<file path="src/rtl/warp_pc_fetch.sv">
// Per-warp fetch PC unit: holds the warp PC, requests fetches, applies SIMT/branch/jump redirects.
// Optional performance counters are enabled by defining FETCH_PERF_CNT_EN.
module warp_pc_fetch #(
    parameter int PC_W     = 10,
    parameter int PC_INC   = 4,
    parameter int RESET_PC = 0
) (
    input  logic            clk,
    input  logic            rst,
    input  logic            Update_TM_IF,
    input  logic [PC_W-1:0] StartPC_TM_IF,
    input  logic            Exit_ID_IF,
    input  logic            Stall_SIMT_IF,
    input  logic            UpdatePC_Qual1_SIMT_IF,
    input  logic            UpdatePC_Qual2_SIMT_IF,
    input  logic [PC_W-1:0] TA_Warp_SIMT_IF,
    input  logic [PC_W-1:0] BrTarget_EX_IF,
    input  logic            Jump_ID_IF,
    input  logic [PC_W-1:0] JTarget_ID_IF,
    input  logic            Full_IB_IF,
    input  logic            Grant_Arb_IF,
    output logic            Req_IF_Arb,
    output logic            FetchValid_IF_IC,
    output logic [PC_W-1:0] FetchPC_IF_IC,
    output logic [PC_W-1:0] PCplus4_IF_IB,
    output logic            Squash_IF_IB,
    output logic            Done_IF_TM
`ifdef FETCH_PERF_CNT_EN
    ,
    output logic [15:0]     FetchCnt_IF_PERF,
    output logic [15:0]     SquashCnt_IF_PERF
`endif
);

    typedef enum logic [1:0] {
        S_IDLE,
        S_ACTIVE,
        S_WAIT,
        S_DONE
    } state_t;

    localparam logic [PC_W-1:0] PC_STEP  = PC_W'(PC_INC);
    localparam logic [PC_W-1:0] PC_RESET = PC_W'(RESET_PC);

    state_t          r_state;
    state_t          w_stateNext;
    logic [PC_W-1:0] r_pc;
    logic [PC_W-1:0] w_pcNext;
    logic [PC_W-1:0] w_pcInc;
    logic            r_inFlight;
    logic            w_redirect;
    logic            w_req;
    logic            w_fire;
    logic            w_squash;

    assign w_redirect = Update_TM_IF | UpdatePC_Qual1_SIMT_IF | UpdatePC_Qual2_SIMT_IF | Jump_ID_IF;
    assign w_req      = (r_state == S_ACTIVE) & ~Stall_SIMT_IF & ~Full_IB_IF & ~w_redirect;
    assign w_fire     = w_req & Grant_Arb_IF;
    assign w_squash   = r_inFlight & w_redirect;
    assign w_pcInc    = r_pc + PC_STEP;

    assign Req_IF_Arb       = w_req;
    assign FetchValid_IF_IC = w_fire;
    assign FetchPC_IF_IC    = r_pc;
    assign PCplus4_IF_IB    = w_pcInc;
    assign Squash_IF_IB     = w_squash;
    assign Done_IF_TM       = (r_state == S_DONE);

    always_ff @(posedge clk or posedge rst) begin
        if (rst) begin
            r_state    <= S_IDLE;
            r_pc       <= PC_RESET;
            r_inFlight <= 1'b0;
        end else begin
            r_state    <= w_stateNext;
            r_pc       <= w_pcNext;
            r_inFlight <= w_fire & ~w_redirect;
        end
    end

    // Exit outranks every redirect for the state, but the PC is still written below.
    always_comb begin
        w_stateNext = r_state;
        case (r_state)
            S_IDLE: begin
                if (Update_TM_IF) w_stateNext = S_ACTIVE;
            end
            S_ACTIVE: begin
                if (Exit_ID_IF)         w_stateNext = S_DONE;
                else if (Update_TM_IF)  w_stateNext = S_ACTIVE;
                else if (Stall_SIMT_IF) w_stateNext = S_WAIT;
            end
            S_WAIT: begin
                if (Exit_ID_IF)                      w_stateNext = S_DONE;
                else if (w_redirect | ~Stall_SIMT_IF) w_stateNext = S_ACTIVE;
            end
            S_DONE: begin
                if (Update_TM_IF) w_stateNext = S_ACTIVE;
            end
            default: w_stateNext = S_IDLE;
        endcase
    end

    always_comb begin
        w_pcNext = r_pc;
        if (Update_TM_IF)                w_pcNext = StartPC_TM_IF;
        else if (UpdatePC_Qual2_SIMT_IF) w_pcNext = TA_Warp_SIMT_IF;
        else if (UpdatePC_Qual1_SIMT_IF) w_pcNext = BrTarget_EX_IF;
        else if (Jump_ID_IF)             w_pcNext = JTarget_ID_IF;
        else if (w_fire)                 w_pcNext = w_pcInc;
    end

`ifdef FETCH_PERF_CNT_EN
    logic [15:0] r_fetchCnt;
    logic [15:0] r_squashCnt;

    // Saturating counters; a relaunch starts a fresh measurement window.
    always_ff @(posedge clk or posedge rst) begin
        if (rst) begin
            r_fetchCnt  <= 16'h0000;
            r_squashCnt <= 16'h0000;
        end else if (Update_TM_IF) begin
            r_fetchCnt  <= 16'h0000;
            r_squashCnt <= 16'h0000;
        end else begin
            if (w_fire && (r_fetchCnt != 16'hFFFF))    r_fetchCnt  <= r_fetchCnt + 16'h0001;
            if (w_squash && (r_squashCnt != 16'hFFFF)) r_squashCnt <= r_squashCnt + 16'h0001;
        end
    end

    assign FetchCnt_IF_PERF  = r_fetchCnt;
    assign SquashCnt_IF_PERF = r_squashCnt;
`endif

endmodule

</file>
<file path="config.mk">
export PLATFORM = sky130hd
export DESIGN_NAME = warp_pc_fetch
export DESIGN_NICKNAME = d
export VERILOG_FILES = /design/src/rtl/warp_pc_fetch.sv
export SDC_FILE = /design/constraint.sdc
export NUM_CORES = 1
export LEC_CHECK = 0
export BUFFER_PORTS_ARGS = -buffer_cell sky130_fd_sc_hd__buf_4
export CAP_MARGIN = 40
export CORE_AREA = 2 2 75 77
export DETAILED_ROUTE_END_ITERATION = 7
export DIE_AREA = 0 0 77 79
export HOLD_SLACK_MARGIN = 0.06
export SYNTH_ARGS = -nofsm -noshare
export SYNTH_HDL_FRONTEND = slang
export SYNTH_SLANG_ARGS = --single-unit
</file>
<file path="constraint.sdc">
create_clock -name clk -period 1.96 [get_ports clk]
set_clock_uncertainty 0.15 [all_clocks]
set_input_delay 0.196 -clock clk [delete_from_list [all_inputs] [get_ports clk]]
set_output_delay 0.196 -clock clk [all_outputs]
set_load 0.02 [all_outputs]
</file>
Word level (Yosys, flattened, before mapping)
Cells that the tools add are included.
{"block": "totals", "out_inout_bits": 24, "register_bits": 13}
{"block": "op_classes", "n_mux": 12, "n_reduce_logical": 4, "bitwise_logic": 13, "add_sub_neg": 1, "eq_ne": 6}
{"cell": "2-to-1 mux 10 bit", "count": 5}
{"cell": "2-to-1 mux 2 bit", "count": 6}
{"cell": "adder 10 x 3 -> 10 bit, second input constant", "count": 1}
{"cell": "AND 1 bit", "count": 6}
{"cell": "one-hot mux 2 bit (3 select lines)", "count": 1}
{"cell": "nonzero test 5 bit", "count": 1}
{"cell": "== test 2 bit, second input constant", "count": 2}
{"cell": "!= test 4 bit, second input constant", "count": 1}
{"cell": "OR 1 bit", "count": 4}
{"cell": "!= test 3 bit, second input constant", "count": 1}
{"cell": "inverter 1 bit", "count": 3}
{"cell": "AND reduction 3 bit", "count": 1}
{"cell": "== test 2 x 1 -> 1 bit, second input constant", "count": 1}
{"cell": "logical NOT 2 bit", "count": 1}
{"cell": "!= test 2 x 1 -> 1 bit, second input constant", "count": 1}
{"cell": "OR reduction 2 bit", "count": 1}

Longest topological paths before layout
{"block": "depth", "depth_word": 11, "depth_mapped": 6}

Worst setup path after synthesis
OpenSTA, ideal clock, no wires.
{"block": "synth_timing", "path_type": "in2out", "from": "input UpdatePC_Qual2_SIMT_IF", "to": "output Req_IF_Arb", "arrival_time_ns": 1.503, "t_required_ns": 1.614, "path_slack_ns": 0.111, "stages": 5, "cell_sequence": "buf_6 -> buf_2 -> nor2_1 -> nand2_1 -> nor4b_1"}
{"block": "synth_between", "elab_chain_len": 4}
{"item": "from (decl)", "line_no": "15", "text": "input logic UpdatePC_Qual2_SIMT_IF,"}
{"item": "OR 1 bit (2 in a row)", "line_no": "56", "text": "assign w_redirect = Update_TM_IF | UpdatePC_Qual1_SIMT_IF | UpdatePC_Qual2_SIMT_IF | Jump_ID_IF;"}
{"item": "inverter 1 bit", "line_no": "57", "text": "assign w_req = (r_state == S_ACTIVE) & ~Stall_SIMT_IF & ~Full_IB_IF & ~w_redirect;"}
{"item": "AND 1 bit", "line_no": "57"}
{"item": "to (decl)", "line_no": "22", "text": "output logic Req_IF_Arb,"}
Every way passes these cells.

Final worst setup path
{"block": "layout_timing", "from": "register r_pc[2], in the netlist FetchPC_IF_IC[2]", "to": "output PCplus4_IF_IB[6]"}
{"block": "layout_between", "elab_chain_len": 1}
{"item": "from (decl)", "line_no": "47", "text": "logic [PC_W-1:0] r_pc;"}
{"item": "from (signal assigned)", "line_no": "76", "text": "r_pc <= w_pcNext;"}
{"item": "adder 10 x 3 -> 10 bit", "line_no": "60", "text": "assign w_pcInc = r_pc + PC_STEP;"}
{"item": "to (decl)", "line_no": "25", "text": "output logic [PC_W-1:0] PCplus4_IF_IB,"}
Every way passes these cells.

==> metrics.cfg <==
[job]
max_cap_viol_count=0

[clock_network]
cts_root_buffer=clkbuf_8
cts_tree=yes
postCtsSetupBuffers=0
cts_buffers=3
h-tree-depth=1
cts.sinks=13
clk_path_buf_depth=2
clk_pin_slew_ns=0.06
clkLatencyLatePin_ns=0.25

[routing]
vias=1377
drt_first_iter_violations=56
postRouteAntennaNets=0
post_drt_via_cell_ratio=4.70
firstDrtPassIters=4
drc=0
drt_wl_total_mm=4.33
wl_per_cell_um=14.8

[sta]
finalMaxSlewViolations=0
finalHoldViolCount=0
slew_headroom_pct=62.9
setup-violations-final=0
period_share_pct=95.1
fin_setup_tns_ns=0
fin_crit_ns=1.86
max_freq_mhz=536
worst_slew_pin_slew_ns=0.556
setup_slack_ns=0.0952
whs_ns=0.0813
rsz0062_at_grt=false

[synthesis]
yosys_warnings=0
synth_area_leader_cell=dfrtp_1
synthCells=144
synth.distinct_cells=50
synth.net_count=199
avgSynthCellArea_um2=8.82
synthArstFlopShare_pct=100
netlist_area_um2=1270
ys_seq_area_share_pct=25.6
yosysTopAreaCellShare_pct=25.6
synthTopCellsByArea=dfrtp_1, ha_1, mux2i_1
synth-main-ff-cell=dfrtp_1
synth_seq_cells=13
synth_edf_count=0

[placement]
dp_hpwl_mm=3.34
placed_area_um2=1880
port_buffers=73
pre_cts_slack_ns=0.0994
dpl.cell_count=285
gp_congestion=0.802

[worst_setup_path]
worst_setup_path_end_kind=primary output
crit_arrival_ns=1.52
startpoint_type=register
cp_max_fo=5
path_cells=ha_2 -> nand3_1 -> xnor2_1 -> buf_4
critPathMaxStageDelay_ns=0.43
worstPathRequired_ns=1.61
path_class=register to primary output
cp_num_buf_inv=1
crit_path_top_delay_cell=dfrtp_1
path_delay_family=flip-flops

[global_route]
grt_max_degree=21
antenna_found_initial=0
grt_pass1_wl_mm=6.71
gr-total-overflow=0
first_global_vias=1328
track_usage_pct=13.9

[finish]
final_area_um2=1970
final_cells=293
layout_commonest_cell=buf_4
syn_to_final_growth_pct=55.4
seq_area_um2=328
multiInputGateArea_um2=840
fin_util_pct=37.0
most-common-layout-cells=buf_4, inv_1, dfrtp_1, nand2_1, nor2b_1
drive_gt1_share_pct=44.8
num-nets-final=277
fillers=591
diodes=0

[power]
power_mw=1.25
ir_drop_v=0.000223
power.leakage_nw=0.926
powerDensity_nw_per_um2=631

[min_path]
hold_class=input pin to register

[floorplanning]
rows=27
start_util_pct=23.8
placeableCoreArea_um2=5340
io_pins=74
dieHeight_um=79
fp.dieW_um=77
dieArea_um2=6080

[run_status]
status=completed

-- state kept, by name, summed over array words and instances, names as in the netlist --
name,cells
r_state,2
r_inFlight,1
FetchPC_IF_IC,10
-- layout make-up --
type	count	area share, %
clock buffers	4	2.28
well taps	72	4.57
multi-input cells	110	42.5
flip-flops and latches	13	16.6
inverters	12	2.28
repair buffers	82	31.7
-- tightest hold or removal path: cells and delay by family --
family	cells	cell delay (ns)
AO/OA/AOI/OAI	2	0.17
buffers and inverters	1	0.08
-- Yosys cell counts (4+ instances only) --
library cell	instances
a21oi_1	7
buf_2	4
dfrtp_1	13
ha_1	5
inv_1	12
mux2i_1	5
nand2_1	10
nand3_1	6
nor2_1	6
nor2b_1	8
o21ai_0	6
-- kinds of logic after synthesis --
group	Yosys count	synth area share [%]
AOI/OAI and AO/OA	43	26.1
xor gates and xnor gates	5	3.45
adders and majority gates	5	4.93
buffers and inverters	21	8.67
DFF	13	25.6
muxes	6	4.83
and+or+nand+nor	51	26.4
-- what timing repair did --
item	in CTS	in global routing
setup endpoints to repair	0	3
endpoints found under the hold margin	16	0
gates resized for setup	0	4
hold buffers	4	0
-- layer usage --
| layer | GRT usage [%] | vias to the layer above | part of all wire, % |
|---|---|---|---|
| met5 | 0 | - | 0 |
| met4 | 5.89 | 0 | 2.2 |
| met3 | 2.05 | 8 | 5.1 |
| met2 | 22.1 | 45 | 50 |
| met1 | 19.0 | 641 | 43 |
| li1 | - | 683 | - |
-- power by group --
part | internal [mW] | leakage [nW] | switching, mW
sequential | 0.307 | 0.150 | 0.0517
clock | 0.144 | 0.0228 | 0.105
combinational | 0.314 | 0.753 | 0.324
total | 0.765 | 0.926 | 0.480
-- final timing paths --
check | from | end | slack, ns | cells after the start
worst max register to register | r_state[1] | FetchPC_IF_IC[7] | 0.15 | 6
worst min register to register | FetchPC_IF_IC[0] | FetchPC_IF_IC[0] | 0.40 | 1
worst min-delay path | StartPC_TM_IF[3] | FetchPC_IF_IC[3] | 0.08 | 3
min in group asynchronous | rst | FetchPC_IF_IC[8] | 0.42 | 3
max in group asynchronous | rst | FetchPC_IF_IC[4] | 0.84 | 3
worst max-delay path | FetchPC_IF_IC[2] | PCplus4_IF_IB[6] | 0.1 | 4
No activity file was read; power rests on OpenSTA's default activity.
